==> src/rtl/fifo_pkg.sv <==
// Shared types and sizing helpers for the multi-read-port FIFO.
// Optional FIFO_ERR_EN macro (see fifo_mrp_sync.sv) adds sticky error flags.
package fifo_pkg;

    // Pointers carry one extra wrap bit so full and empty are distinguishable.
    function automatic int ptr_width(input int addr_width);
        return addr_width + 1;
    endfunction

    // Occupancy at which a read port is full (DEPTH = 2**addr_width).
    function automatic int full_depth(input int addr_width);
        return 1 << addr_width;
    endfunction

    localparam int EMPTY_DEPTH = 0;

endpackage

==> src/rtl/fifo_mrp_sync_if.sv <==
// Producer/consumer bundle for fifo_mrp_sync.
// With FIFO_ERR_EN defined the bundle also carries the sticky error flags.
interface fifo_mrp_sync_if #(
    parameter int DATA_WIDTH = 16,
    parameter int NUM_RD     = 2
);
    logic                         w_en;
    logic [DATA_WIDTH-1:0]        data_in;
    logic [NUM_RD-1:0]            r_en;
    logic [NUM_RD*DATA_WIDTH-1:0] data_out;
    logic [NUM_RD-1:0]            r_valid;
    logic                         n_full;
    logic [NUM_RD-1:0]            n_empty;
`ifdef FIFO_ERR_EN
    logic                         err_ovf;
    logic [NUM_RD-1:0]            err_udf;

    modport master (output w_en, data_in, r_en,
                    input  data_out, r_valid, n_full, n_empty, err_ovf, err_udf);
    modport slave  (input  w_en, data_in, r_en,
                    output data_out, r_valid, n_full, n_empty, err_ovf, err_udf);
`else
    modport master (output w_en, data_in, r_en,
                    input  data_out, r_valid, n_full, n_empty);
    modport slave  (input  w_en, data_in, r_en,
                    output data_out, r_valid, n_full, n_empty);
`endif
endinterface

==> src/rtl/fifo_rd_port.sv <==
// One independent read port: own pointer, occupancy, registered read data.
// With FIFO_ERR_EN defined it also keeps a sticky underflow flag.
module fifo_rd_port
    import fifo_pkg::*;
#(
    parameter int DATA_WIDTH = 16,
    parameter int ADDR_WIDTH = 4
) (
    input  logic                         clk,
    input  logic                         reset_n,
    input  logic [ptr_width(ADDR_WIDTH)-1:0] w_ptr,
    input  logic                         r_en,
    input  logic [DATA_WIDTH-1:0]        rd_data,
    output logic [ADDR_WIDTH-1:0]        r_addr,
    output logic [DATA_WIDTH-1:0]        data_out,
    output logic                         r_valid,
    output logic                         n_empty,
    output logic                         at_full
`ifdef FIFO_ERR_EN
    ,
    output logic                         err_udf
`endif
);
    localparam int                PTR_W    = ptr_width(ADDR_WIDTH);
    localparam logic [PTR_W-1:0]  FULL_LVL = PTR_W'(full_depth(ADDR_WIDTH));
    localparam logic [PTR_W-1:0]  EMPTY_LVL = PTR_W'(EMPTY_DEPTH);

    logic [PTR_W-1:0] r_ptr;
    logic [PTR_W-1:0] depth;
    logic             r_acc;

    // Flags come from registered pointers only, so no request feeds back into them.
    assign depth   = w_ptr - r_ptr;
    assign n_empty = (depth != EMPTY_LVL);
    assign at_full = (depth == FULL_LVL);
    assign r_acc   = r_en & n_empty;
    assign r_addr  = r_ptr[ADDR_WIDTH-1:0];

    // Pop on an accepted read; data_out holds its value otherwise.
    always_ff @(posedge clk or negedge reset_n) begin
        if (!reset_n) begin
            r_ptr    <= '0;
            data_out <= '0;
            r_valid  <= 1'b0;
        end else begin
            r_valid <= r_acc;
            if (r_acc) begin
                data_out <= rd_data;
                r_ptr    <= r_ptr + 1'b1;
            end
        end
    end

`ifdef FIFO_ERR_EN
    // Sticky underflow: a read requested while this port had nothing to give.
    always_ff @(posedge clk or negedge reset_n) begin
        if (!reset_n)               err_udf <= 1'b0;
        else if (r_en && !n_empty)  err_udf <= 1'b1;
    end
`endif

endmodule

==> src/rtl/fifo_mrp_sync.sv <==
// Single-writer FIFO broadcasting every entry to NUM_RD independent readers.
// Optional feature macro: FIFO_ERR_EN adds sticky err_ovf / err_udf flags.
module fifo_mrp_sync
    import fifo_pkg::*;
#(
    parameter int DATA_WIDTH = 16,
    parameter int ADDR_WIDTH = 4,
    parameter int NUM_RD     = 2
) (
    input  logic             clk,
    input  logic             reset_n,
    fifo_mrp_sync_if.slave   bus
);
    localparam int PTR_W = ptr_width(ADDR_WIDTH);
    localparam int DEPTH = full_depth(ADDR_WIDTH);

    logic [PTR_W-1:0]      w_ptr;
    logic                  w_acc;
    logic [DATA_WIDTH-1:0] mem [DEPTH];

    logic [ADDR_WIDTH-1:0] r_addr   [NUM_RD];
    logic [DATA_WIDTH-1:0] rd_data  [NUM_RD];
    logic [DATA_WIDTH-1:0] port_out [NUM_RD];
    logic [NUM_RD-1:0]     r_valid;
    logic [NUM_RD-1:0]     n_empty;
    logic [NUM_RD-1:0]     at_full;
`ifdef FIFO_ERR_EN
    logic [NUM_RD-1:0]     err_udf;
`endif

    // The slowest reader decides fullness; pre-cycle flags gate the write.
    assign bus.n_full = ~|at_full;
    assign w_acc      = bus.w_en & bus.n_full;

    // Write pointer advances on every accepted write.
    always_ff @(posedge clk or negedge reset_n) begin
        if (!reset_n) w_ptr <= '0;
        else if (w_acc) w_ptr <= w_ptr + 1'b1;
    end

    // Storage write.
    // NOTE: the array has no reset; contents are only ever read behind valid pointers.
    always_ff @(posedge clk) begin
        if (w_acc) mem[w_ptr[ADDR_WIDTH-1:0]] <= bus.data_in;
    end

    genvar gi;
    generate
        for (gi = 0; gi < NUM_RD; gi++) begin : g_rd
            assign rd_data[gi] = mem[r_addr[gi]];

            fifo_rd_port #(
                .DATA_WIDTH (DATA_WIDTH),
                .ADDR_WIDTH (ADDR_WIDTH)
            ) u_port (
                .clk      (clk),
                .reset_n  (reset_n),
                .w_ptr    (w_ptr),
                .r_en     (bus.r_en[gi]),
                .rd_data  (rd_data[gi]),
                .r_addr   (r_addr[gi]),
                .data_out (port_out[gi]),
                .r_valid  (r_valid[gi]),
                .n_empty  (n_empty[gi]),
                .at_full  (at_full[gi])
`ifdef FIFO_ERR_EN
                ,
                .err_udf  (err_udf[gi])
`endif
            );
        end
    endgenerate

    // Pack per-port results onto the flat bus.
    always_comb begin
        bus.data_out = '0;
        for (int i = 0; i < NUM_RD; i++) begin
            bus.data_out[i*DATA_WIDTH +: DATA_WIDTH] = port_out[i];
        end
    end

    assign bus.r_valid = r_valid;
    assign bus.n_empty = n_empty;

`ifdef FIFO_ERR_EN
    assign bus.err_udf = err_udf;

    // Sticky overflow: a write requested while some reader was full.
    always_ff @(posedge clk or negedge reset_n) begin
        if (!reset_n)                    bus.err_ovf <= 1'b0;
        else if (bus.w_en && !bus.n_full) bus.err_ovf <= 1'b1;
    end
`endif

endmodule

==> src/flat_wrapper.sv <==
// flat-port wrapper written by rule: the top's interface ports become plain ports
module fifo_mrp_sync_flat import fifo_pkg::*;
#(
    parameter int DATA_WIDTH = 16,
    parameter int ADDR_WIDTH = 4,
    parameter int NUM_RD     = 2
)
  (clk, reset_n, bus_w_en, bus_data_in, bus_r_en, bus_data_out, bus_r_valid, bus_n_full, bus_n_empty);
  fifo_mrp_sync_if #(.DATA_WIDTH(DATA_WIDTH), .NUM_RD(NUM_RD)) bus_i ();
  input  logic clk;
  input  logic reset_n;
  input wire logic [$bits(bus_i.w_en)-1:0] bus_w_en;
  input wire logic [$bits(bus_i.data_in)-1:0] bus_data_in;
  input wire logic [$bits(bus_i.r_en)-1:0] bus_r_en;
  output wire logic [$bits(bus_i.data_out)-1:0] bus_data_out;
  output wire logic [$bits(bus_i.r_valid)-1:0] bus_r_valid;
  output wire logic [$bits(bus_i.n_full)-1:0] bus_n_full;
  output wire logic [$bits(bus_i.n_empty)-1:0] bus_n_empty;
  assign bus_i.w_en = bus_w_en;
  assign bus_i.data_in = bus_data_in;
  assign bus_i.r_en = bus_r_en;
  assign bus_data_out = bus_i.data_out;
  assign bus_r_valid = bus_i.r_valid;
  assign bus_n_full = bus_i.n_full;
  assign bus_n_empty = bus_i.n_empty;
  fifo_mrp_sync #(.DATA_WIDTH(DATA_WIDTH), .ADDR_WIDTH(ADDR_WIDTH), .NUM_RD(NUM_RD)) u_core (.clk(clk), .reset_n(reset_n), .bus(bus_i));
endmodule
==> config.mk <==
export PLATFORM = sky130hd
export DESIGN_NAME = fifo_mrp_sync_flat
export DESIGN_NICKNAME = d
export VERILOG_FILES = /design/src/rtl/fifo_pkg.sv /design/src/rtl/fifo_mrp_sync_if.sv /design/src/rtl/fifo_rd_port.sv /design/src/rtl/fifo_mrp_sync.sv /design/src/flat_wrapper.sv
export SDC_FILE = /design/constraint.sdc
export NUM_CORES = 1
export LEC_CHECK = 0
export CORE_UTILIZATION = 36
export CTS_CLUSTER_DIAMETER = 30
export DETAILED_ROUTE_END_ITERATION = 10
export SLEW_MARGIN = 30
export SYNTH_ARGS = -nofsm -noshare
export SYNTH_HDL_FRONTEND = slang
export SYNTH_SLANG_ARGS = --single-unit
==> constraint.sdc <==
create_clock -name clk -period 9.05 [get_ports clk]
set_input_delay 2.2625 -clock clk [delete_from_list [all_inputs] [get_ports clk]]
set_output_delay 2.2625 -clock clk [all_outputs]
set_load 0.03 [all_outputs]
==> results of run 1 <==
-- sequential cells by signal, summed over array words and instances, names as in the netlist --
name and cells:
u_core.mem 256, u_core.g_rd.u_port.data_out 32, u_core.g_rd.u_port.r_ptr 10, u_core.w_ptr 5, u_core.g_rd.u_port.r_valid 2
-- area by class of cell --
class	count	area, um^2	share of cell area (%)
Clock inverter	52	596.8	3.343
Sequential cell	305	8924	49.98
Multi-Input combinational cell	292	4928	27.60
Inverter	16	60.06	0.3364
Timing Repair Buffer	78	734.5	4.114
Tap cell	518	648.1	3.630
Clock buffer	87	1963	11.00
-- power by group through the flow --
stage / clock [mW] / combinational [mW] / sequential (mW)
floorplan: 0 / 1.74 / 2.04
global placement: 0 / 2.44 / 1.98
detailed placement: 0 / 2.50 / 2.00
CTS: 2.71 / 2.52 / 1.98
global route: 2.79 / 2.64 / 2.01
finish: 2.68 / 2.48 / 1.98
-- routing by layer --
metal | part of all wire (%) | global-route usage (%) | vias to the layer above
li1 | - | - | 3071
met1 | 41 | 24.68 | 3963
met2 | 49 | 30.56 | 333
met3 | 7.3 | 4.284 | 80
met4 | 2.8 | 7.238 | 0
met5 | 0 | 0 | -
-- logic make-up after synthesis --
group	share of synthesized area, %
buffers and inverters	2.484
flip-flops	63.20
AO/OA/AOI/OAI	1.242
multiplexers	28.80
XOR/XNOR	0.9936
adder cells (fa/ha/maj)	1.242
AND/OR/NAND/NOR	2.040
-- how the worst min path moves through the flow --
| stage | cells after the start | slack (ns) | end |
|---|---|---|---|
| 2_1_floorplan | 1 | 0.46 | u_core.g_rd[0].u_port.r_ptr[4] |
| 3_3_place_gp | 1 | 0.49 | u_core.g_rd[0].u_port.data_out[14] |
| 3_5_place_dp | 1 | 0.49 | u_core.g_rd[1].u_port.data_out[11] |
| 4_1_cts | 1 | 0.51 | u_core.g_rd[0].u_port.data_out[9] |
| 5_1_grt | 1 | 0.52 | u_core.g_rd[1].u_port.data_out[12] |
| 6_report | 1 | 0.51 | u_core.g_rd[0].u_port.data_out[9] |
-- worst register-to-register path, stage by stage (launching register included) --
cell	delay, ns
sky130_fd_sc_hd__dfrtp_2	0.34
sky130_fd_sc_hd__buf_6	0.60
sky130_fd_sc_hd__inv_1	0.18
sky130_fd_sc_hd__ha_1	0.34
sky130_fd_sc_hd__nor2b_1	0.14
sky130_fd_sc_hd__o211a_1	0.21
sky130_fd_sc_hd__o21ai_1	0.29
sky130_fd_sc_hd__a21bo_2	0.27
sky130_fd_sc_hd__nand3_2	0.28
sky130_fd_sc_hd__nor2_4	0.77
-- metrics by stage --
step	cells	utilization [%]
5_1_grt	1348	46.20
3_3_place_gp	1209	39.55
6_report	1348	46.20
2_1_floorplan	656	-
4_1_cts	1348	46.18
3_5_place_dp	1209	39.56
-- cell usage in the layout (no fill, tap or decap), types with 9 or more instances in the layout --
| cell type | instances |
|---|---|
| sky130_fd_sc_hd__buf_4 | 18 |
| sky130_fd_sc_hd__bufinv_16 | 10 |
| sky130_fd_sc_hd__clkbuf_1 | 9 |
| sky130_fd_sc_hd__inv_1 | 12 |
| sky130_fd_sc_hd__xnor2_1 | 12 |
| sky130_fd_sc_hd__clkinvlp_4 | 9 |
| sky130_fd_sc_hd__mux2_4 | 20 |
| sky130_fd_sc_hd__clkdlybuf4s50_1 | 56 |
| sky130_fd_sc_hd__ha_1 | 14 |
| sky130_fd_sc_hd__nand2_1 | 11 |
| sky130_fd_sc_hd__clkbuf_16 | 76 |
| sky130_fd_sc_hd__edfxtp_1 | 256 |
| sky130_fd_sc_hd__inv_6 | 9 |
| sky130_fd_sc_hd__mux4_2 | 157 |
| sky130_fd_sc_hd__dfrtp_1 | 45 |
| sky130_fd_sc_hd__clkinv_2 | 10 |
| sky130_fd_sc_hd__mux2_2 | 12 |
==> impl_summary.log, run 1 <==
[metrics] count of distinct cell types in the synthesized netlist: 39
[metrics] pin count of the biggest net entering global routing: 68
[metrics] antenna diode count: 0
[metrics] number of placement rows: 72
[metrics] DR DRC count: 0
[metrics] Max rail drop VDD: 0.2043 mV
[metrics] worst slack on hold paths: 0.5074 ns
[metrics] synth top area cells: sky130_fd_sc_hd__edfxtp_1 (55%), sky130_fd_sc_hd__mux4_2 (25%), sky130_fd_sc_hd__dfrtp_1 (8.7%)
[metrics] cell-internal power: 4.873 mW
[metrics] postcts setup bufs: 0
[metrics] primary flip-flop cell chosen by synthesis mapping: sky130_fd_sc_hd__edfxtp_1
[metrics] final-stage net count: 803
[metrics] worst reg2reg endpoint: u_core.mem[5][7]
[metrics] final hold violation count: 0
[metrics] per-cell routed wire length: 26.35 um
[metrics] sequence of cells on the critical path: inv_2 -> ha_1 -> and3b_1 -> or3_4 -> a211oi_4 -> a21bo_2 -> nand2_2 -> inv_2 -> clkdlybuf4s50_1
[metrics] FF-to-FF Start: u_core.g_rd[0].u_port.r_ptr[1]
[metrics] vias after detailed routing: 7447
[metrics] Final Critical Period: 6.387 ns
[metrics] die outline width: 199.9 um
[metrics] CTS H-Tree Depth: 3
[metrics] wire length of the first global-routing pass: 53170 um
[metrics] antenna violations before repair: 0
[metrics] Syn Nets: 691
[metrics] fill count: 3123
[metrics] 1st-pass router iterations: 5
[metrics] hold path startpoint: u_core.g_rd[0].u_port.data_out[9]
[metrics] CP max FO: 17
[metrics] vertical die dimension: 199.9 um
[metrics] highest cell delay on the worst timing path: 0.61 ns
[metrics] largest buffer count on any clock path: 3
[metrics] Critical-path top delay cell: sky130_fd_sc_hd__inv_2
[metrics] register-to-register setup slack: 5.23 ns
[metrics] Num Clock Sinks: 305
[metrics] Post-synth top cells: sky130_fd_sc_hd__edfxtp_1 (256), sky130_fd_sc_hd__mux4_2 (157), sky130_fd_sc_hd__dfrtp_1 (49), sky130_fd_sc_hd__mux2_4 (20), sky130_fd_sc_hd__clkbuf_1 (18)
[metrics] synthesized cell area: 14100 um^2
[metrics] unrepaired setup endpoints after global routing: no
[metrics] number of I/O port buffers: 57
[metrics] result of the run: completed
[metrics] floorplan core area: 38650 um^2
[metrics] Static Leak: 6.091 nW
[metrics] Clock Skews: 0.02746 ns
[metrics] Max-Cap Viols: 0
[metrics] CTS tree: done
[metrics] syn_area_per_cell: 21.50 um^2
[metrics] placed instance area: 15290 um^2
[metrics] hold crit path type: reg -> reg
[metrics] launch point of the worst path: u_core.g_rd[0].u_port.r_ptr[2]
[metrics] routed vias/inst: 5.524
[metrics] arrival time worst endpoint: 4.12 ns
[metrics] number of buffers created by CTS: 75
[metrics] nature of the critical path startpoint: flip-flop
[metrics] largest area contributor in the netlist: sky130_fd_sc_hd__edfxtp_1
[metrics] wire length reported by the detailed router: 35530 um
[metrics] Slew headroom: 41.46%
[metrics] Starting DRT DRC Count: 678
[metrics] most frequent cell after synthesis: sky130_fd_sc_hd__edfxtp_1
[metrics] required time of the worst setup path: 6.79 ns
[metrics] share of the clock period used by the worst path: 70.58%
[metrics] number of top-level design ports: 58
[metrics] gr usage total: 18.82%
[metrics] Yosys reg bits: 305
[metrics] Crit. path cell count: 9
[metrics] pwr/cell area: 399.6 nW/um^2
[metrics] sequential group share of total power: 27.8%
[metrics] Initial Utilization: 36.49%
[metrics] Worst Setup Slack, final: 2.663 ns
[metrics] number of enable flip-flop cells after synthesis: 256
[metrics] number of slew-limit violations in the final report: 0
[metrics] total grt overflow: 0
[metrics] worst setup path category: reg -> out
[metrics] share of post-route cells with drive strength above 1: 44.34%
[metrics] critical path capture point: bus_n_full
[metrics] family of cells with the greatest summed delay on the critical path: buffers and inverters
[metrics] Psw: 2.262 mW
[metrics] total chip power: 7.135 mW
[metrics] insertion delay of the later-clocked pin in the worst-skew pair: 0.57 ns
[metrics] Area Growth Syn to Fin: 26.60%
[metrics] Post-Syn Instances: 656
[metrics] type of destination of the critical path: output port
[metrics] crit path buf inv count: 3
[metrics] Clk pin slew, worst setup/hold paths: 0.04 ns
[metrics] FF-to-FF path depth: 9
[metrics] clock tree root buffer cell: sky130_fd_sc_hd__clkbuf_16
[metrics] Worst Setup Slack post-DPL: 3.019 ns
[metrics] final design instance area without fill: 17850 um^2
[metrics] die area: 39970 um^2
[metrics] Placer Congestion: 0.7456
[metrics] number of global-route vias before repair: 8273
[metrics] post-route ant nets: 0
[metrics] HPWL after detailed placement: 19000 um
[metrics] post-synthesis sequential area ratio: 63.20%
[metrics] Crit path top cell by count: sky130_fd_sc_hd__inv_2
[metrics] proportion of power drawn by combinational gates: 34.7%
[metrics] top-area cell type share of the netlist area: 54.51%
[metrics] Max Clk Rate: 156.6 MHz
[metrics] part of the total power dissipated in the clock network: 37.5%
[metrics] number of cells upsized or downsized after cts: 0
[metrics] share of synthesized registers carrying an async set or reset: 16.07%
[metrics] Switching Share: 31.70%
[metrics] Yosys warnings: 0
[metrics] number of buffers added to fix hold violations after cts: 0
[metrics] setup TNS: 0 ns
[metrics] # setup viols final: 0
[metrics] slew of the pin with the lowest slew margin: 0.8780 ns
(Power assumes the default switching activity.)
==> run 2, diff against run 1 <==
Clock period 9.05 ns to 6 ns, I/O delays scaled along.
==> run 2 against run 1 <==
Register-to-register slack worse by 2.8 ns; critical path depth down 1; non-clock buffer count up 4; cell count up 0.30%; die area unchanged; hold slack worse by 0.010 ns.
==> impl_summary.log, run 2 (same netlist as run 1, synthesis figures left out) <==
[metrics] vias after detailed routing: 7460
[metrics] layer carrying the most global-route usage: met2
[metrics] worst setup path category: reg -> out
[metrics] 1st-pass router iterations: 4
[metrics] routed vias/inst: 5.518
[metrics] number of cells upsized or downsized after cts: 0
[metrics] DR DRC count: 0
[metrics] largest buffer count on any clock path: 3
[metrics] pwr/cell area: 600.3 nW/um^2
[metrics] gr usage total: 18.53%
[metrics] per-cell routed wire length: 25.96 um
[metrics] clock tree root buffer cell: sky130_fd_sc_hd__clkbuf_16
[metrics] wire length reported by the detailed router: 35100 um
[metrics] number of buffers added to fix hold violations after cts: 0
[metrics] Initial Utilization: 36.49%
[metrics] M3 GR Usage: 4.284%
[metrics] number of top-level design ports: 58
[metrics] nature of the critical path startpoint: flip-flop
[metrics] post-route ant nets: 0
[metrics] global routing usage on met2: 30.32%
[metrics] insertion delay of the later-clocked pin in the worst-skew pair: 0.57 ns
[metrics] CTS H-Tree Depth: 3
[metrics] Max Clk Rate: 185.7 MHz
[metrics] GRT met1 Usage: 24.14%
[metrics] number of placement rows: 72
[metrics] Max rail drop VDD: 0.2702 mV
[metrics] share of post-route cells with drive strength above 1: 44.60%
[metrics] CP max FO: 14
[metrics] unrepaired setup endpoints after global routing: no
[metrics] final hold violation count: 0
[metrics] fill count: 3154
[metrics] Max-Cap Viols: 0
[metrics] Slew headroom: 39.40%
[metrics] HPWL after detailed placement: 18910 um
[metrics] max FFs per register: 256
[metrics] Area Growth Syn to Fin: 26.95%
[metrics] antenna violations before repair: 0
[metrics] wire length of the first global-routing pass: 52220 um
[metrics] setup TNS: 0 ns
[metrics] hold crit path type: reg -> reg
[metrics] number of I/O port buffers: 57
[metrics] required time of the worst setup path: 4.50 ns
[metrics] die outline width: 199.9 um
[metrics] postcts setup bufs: 0
[metrics] FF-to-FF path depth: 7
[metrics] Final Critical Period: 5.384 ns
[metrics] number of slew-limit violations in the final report: 0
[metrics] Static Leak: 6.136 nW
[metrics] worst slack on hold paths: 0.4972 ns
[metrics] Starting DRT DRC Count: 562
[metrics] Worst Hold Depth: 1
[metrics] number of buffers created by CTS: 76
[metrics] final design instance area without fill: 17900 um^2
[metrics] share of the clock period used by the worst path: 89.73%
[metrics] final-stage net count: 808
[metrics] Clock Skews: 0.02052 ns
[metrics] floorplan core area: 38650 um^2
[metrics] most common library cell in the layout ignoring fill and taps: sky130_fd_sc_hd__edfxtp_1
[metrics] pin count of the biggest net entering global routing: 67
[metrics] Num Clock Sinks: 305
[metrics] number of global-route vias before repair: 8177
[metrics] arrival time worst endpoint: 3.88 ns
[metrics] vertical die dimension: 199.9 um
[metrics] CTS tree: done
[metrics] placed instance area: 15310 um^2
[metrics] die area: 39970 um^2
[metrics] result of the run: completed
[metrics] total grt overflow: 0
[metrics] Placer Congestion: 0.8349
[metrics] slew of the pin with the lowest slew margin: 0.9069 ns
[metrics] Clk pin slew, worst setup/hold paths: 0.04 ns
[metrics] antenna diode count: 0
[metrics] type of destination of the critical path: output port
[metrics] most frequent cells in the layout: sky130_fd_sc_hd__edfxtp_1 (256), sky130_fd_sc_hd__mux4_2 (157), sky130_fd_sc_hd__clkbuf_16 (77)
[metrics] # setup viols final: 0
-- run 2: area by class of cell --
| class | instances | area [um^2] | area share [%] |
|---|---|---|---|
| clock inverter | 48 | 534.3 | 2.984 |
| inverter | 16 | 60.06 | 0.3354 |
| sequential | 305 | 8924 | 49.84 |
| tap | 518 | 648.1 | 3.620 |
| multi-input combinational | 292 | 4928 | 27.53 |
| clock buffer | 91 | 2049 | 11.45 |
| timing repair buffer | 82 | 760.7 | 4.249 |
-- run 2: power by group --
group          internal (mW)  switching (mW)
Clock                   2.81            1.24
Sequential              2.69           0.201
Combinational           1.89            1.91
-- run 2: metal layers --
metal / wire length, um / vias up / share of wire (%)
li1: - / 3083 / -
met1: 14550 / 4027 / 41
met4: 810 / 0 / 2.3
met5: 0 / - / 0
met3: 2239 / 61 / 6.4
met2: 17500 / 289 / 50
-- run 2: per-stage QoR --
stage               utilization (%)  worst slack, ns  std cells  power [mW]
finish                        46.33           0.6160       1352       10.75
CTS                           46.31           0.6230       1352       10.88
global placement              39.62            1.342       1213       6.682
detailed placement            39.62            1.219       1213       6.784
global route                  46.33           0.4719       1352       11.21
floorplan                         -            1.440        656       5.706
-- run 2: final timing paths --
check,from,endpoint,slack [ns]
setup / recovery,u_core.w_ptr[2],bus_n_full,0.62
hold / removal,u_core.g_rd[1].u_port.r_ptr[4],u_core.g_rd[1].u_port.r_ptr[4],0.50
setup reg to reg,u_core.w_ptr[2],u_core.mem[5][1],2.42
hold reg to reg,u_core.g_rd[1].u_port.r_ptr[4],u_core.g_rd[1].u_port.r_ptr[4],0.50
max in group asynchronous,reset_n,u_core.g_rd[0].u_port.r_ptr[0],4.34
min in group asynchronous,reset_n,u_core.g_rd[1].u_port.data_out[10],1.09
-- run 2: worst max-delay path, stage by stage (launching register included) --
cell                              delay (ns)
sky130_fd_sc_hd__dfrtp_1                0.76
sky130_fd_sc_hd__ha_1                   0.41
sky130_fd_sc_hd__and3b_1                0.21
sky130_fd_sc_hd__or3_1                  0.37
sky130_fd_sc_hd__a211oi_2               0.38
sky130_fd_sc_hd__a21bo_2                0.32
sky130_fd_sc_hd__nand2_2                0.25
sky130_fd_sc_hd__inv_2                  0.04
sky130_fd_sc_hd__clkdlybuf4s50_1        0.59
==> run 3, diff against run 2 <==
Settings changed: CAP_MARGIN set to 40.
==> run 3 against run 2 <==
Power is essentially flat; sequential cell count is the same; clock power shrank 2%; clock skew shrank 0.0071 ns; critical endpoint unchanged.
==> impl_summary.log, run 3 (same netlist as run 1, synthesis figures left out) <==
[metrics] share of the clock period used by the worst path: 89.58%
[metrics] pwr/cell area: 597.1 nW/um^2
[metrics] total grt overflow: 0
[metrics] number of I/O port buffers: 57
[metrics] hold path startpoint: u_core.g_rd[0].u_port.r_ptr[4]
[metrics] number of buffers created by CTS: 75
[metrics] Initial Utilization: 36.49%
[metrics] Max-Cap Viols: 0
[metrics] CP max FO: 14
[metrics] die outline width: 199.9 um
[metrics] number of buffers added to fix hold violations after cts: 0
[metrics] share of post-route cells with drive strength above 1: 45.41%
[metrics] launch point of the worst path: u_core.w_ptr[2]
[metrics] wire length reported by the detailed router: 35300 um
[metrics] most frequent cells in the layout: sky130_fd_sc_hd__edfxtp_1 (256), sky130_fd_sc_hd__mux4_2 (157), sky130_fd_sc_hd__clkbuf_16 (79)
[metrics] proportion of power drawn by combinational gates: 36.0%
[metrics] final cell count without fillers: 1357
[metrics] postcts setup bufs: 0
[metrics] antenna diode count: 0
[metrics] arrival time worst endpoint: 3.87 ns
[metrics] FF-to-FF path depth: 7
[metrics] pin count of the biggest net entering global routing: 50
[metrics] wire length of the first global-routing pass: 52830 um
[metrics] part of the total power dissipated in the clock network: 37.1%
[metrics] routed vias/inst: 5.500
[metrics] hold crit path type: reg -> reg
[metrics] max FFs per register: 256
[metrics] family of cells with the greatest summed delay on the critical path: simple AND/OR/NAND/NOR gates
[metrics] final-stage net count: 812
[metrics] type of destination of the critical path: output port
[metrics] number of global-route vias before repair: 8264
[metrics] highest cell delay on the worst timing path: 0.77 ns
[metrics] DR DRC count: 0
[metrics] final design utilization: 46.53%
[metrics] Psw: 3.412 mW
[metrics] 1st-pass router iterations: 5
[metrics] Max rail drop VDD: 0.3485 mV
[metrics] crit path buf inv count: 2
[metrics] placed insts: 1215
[metrics] final hold violation count: 0
[metrics] Max Clk Rate: 186.0 MHz
[metrics] worst reg2reg endpoint: u_core.mem[5][14]
[metrics] Static Leak: 6.143 nW
[metrics] Switching Share: 31.78%
[metrics] post-route ant nets: 0
[metrics] global routing usage on met2: 31.22%
[metrics] M3 GR Usage: 4.772%
[metrics] FF-to-FF Start: u_core.w_ptr[2]
[metrics] slew of the pin with the lowest slew margin: 0.8776 ns
[metrics] Area Growth Syn to Fin: 27.51%
[metrics] most common library cell in the layout ignoring fill and taps: sky130_fd_sc_hd__edfxtp_1
[metrics] per-cell routed wire length: 26.01 um
[metrics] Num Clock Sinks: 305
[metrics] vias after detailed routing: 7464
[metrics] Worst Setup Slack post-DPL: 1.230 ns
[metrics] vertical die dimension: 199.9 um
[metrics] fill count: 3166
[metrics] Final Critical Period: 5.375 ns
[metrics] worst slack on hold paths: 0.5036 ns
[metrics] clock tree root buffer cell: sky130_fd_sc_hd__clkbuf_16
[metrics] number of placement rows: 72
[metrics] sequential group share of total power: 26.9%
[metrics] antenna violations before repair: 0
[metrics] Multi-input gate area: 4928 um^2
[metrics] nature of the critical path startpoint: flip-flop
[metrics] # setup viols final: 0
[metrics] die area: 39970 um^2
[metrics] Worst Hold Depth: 1
[metrics] CTS tree: done
[metrics] Slew headroom: 41.35%
[metrics] Worst Setup Slack, final: 0.6250 ns
[metrics] required time of the worst setup path: 4.50 ns
[metrics] gr usage total: 18.57%
[metrics] largest buffer count on any clock path: 3
[metrics] worst setup path category: reg -> out
[metrics] number of top-level design ports: 58
[metrics] Critical-path top delay cell: sky130_fd_sc_hd__dfrtp_1
[metrics] floorplan core area: 38650 um^2
[metrics] number of cells upsized or downsized after cts: 0
[metrics] HPWL after detailed placement: 19340 um
[metrics] cell-internal power: 7.326 mW
[metrics] Placer Congestion: 0.8349
[metrics] insertion delay of the later-clocked pin in the worst-skew pair: 0.55 ns
[metrics] Clock Skews: 0.01343 ns
[metrics] register-to-register setup slack: 2.41 ns
[metrics] area taken by flip-flops and latches: 8924 um^2
[metrics] setup TNS: 0 ns
[metrics] number of slew-limit violations in the final report: 0
[metrics] Clk pin slew, worst setup/hold paths: 0.04 ns
[metrics] layer carrying the most global-route usage: met2
[metrics] result of the run: completed
[metrics] CTS H-Tree Depth: 3
[metrics] sequence of cells on the critical path: ha_1 -> and3b_1 -> or3_1 -> a211oi_2 -> a21bo_2 -> nand2_2 -> inv_2 -> clkdlybuf4s50_1
[metrics] GRT met1 Usage: 23.04%
[metrics] Starting DRT DRC Count: 588
[metrics] unrepaired setup endpoints after global routing: no
[metrics] Worst Hold Path EP: u_core.g_rd[0].u_port.r_ptr[4]
==> run 3: final cells by class <==
class	count	area share [%]
clock buffer	83	11.13
multi-input combinational	292	27.41
timing repair buffer	87	4.870
sequential	305	49.62
inverter	16	0.3340
clock inverter	56	3.033
tap	518	3.604
==> run 3: per-layer routing <==
layer / part of all wire [%] / vias up / wire (um)
met2: 51 / 311 / 17930
met3: 7.5 / 67 / 2643
met1: 39 / 3999 / 13850
met5: 0 / - / 0
li1: - / 3087 / -
met4: 2.5 / 0 / 873
==> run 3: power by group through the flow <==
stage | logic [mW] | registers (mW) | clock network, mW
5_1_grt | 4.11 | 2.93 | 4.16
6_report | 3.87 | 2.89 | 3.98
2_1_floorplan | 2.62 | 3.08 | 0
4_1_cts | 3.92 | 2.89 | 4.04
3_3_place_gp | 3.79 | 2.89 | 0
3_5_place_dp | 3.90 | 2.92 | 0
==> run 3: worst max path at each step <==
stage               slack [ns]                end  cells after the start
global placement          1.34         bus_n_full                      8
global route              0.46         bus_n_full                      8
detailed placement        1.23         bus_n_full                      8
floorplan                 1.44  u_core.mem[10][0]                      9
CTS                       0.63         bus_n_full                      8
finish                    0.63         bus_n_full                      8
==> run 3: metrics by stage <==
stage                     cell area (um^2)  power, mW
after global routing                 17980      11.20
final                                17980      10.74
after detailed placement             15360      6.815
after CTS                            17910      10.85
after floorplan                      14100      5.706
after global placement               15310      6.682
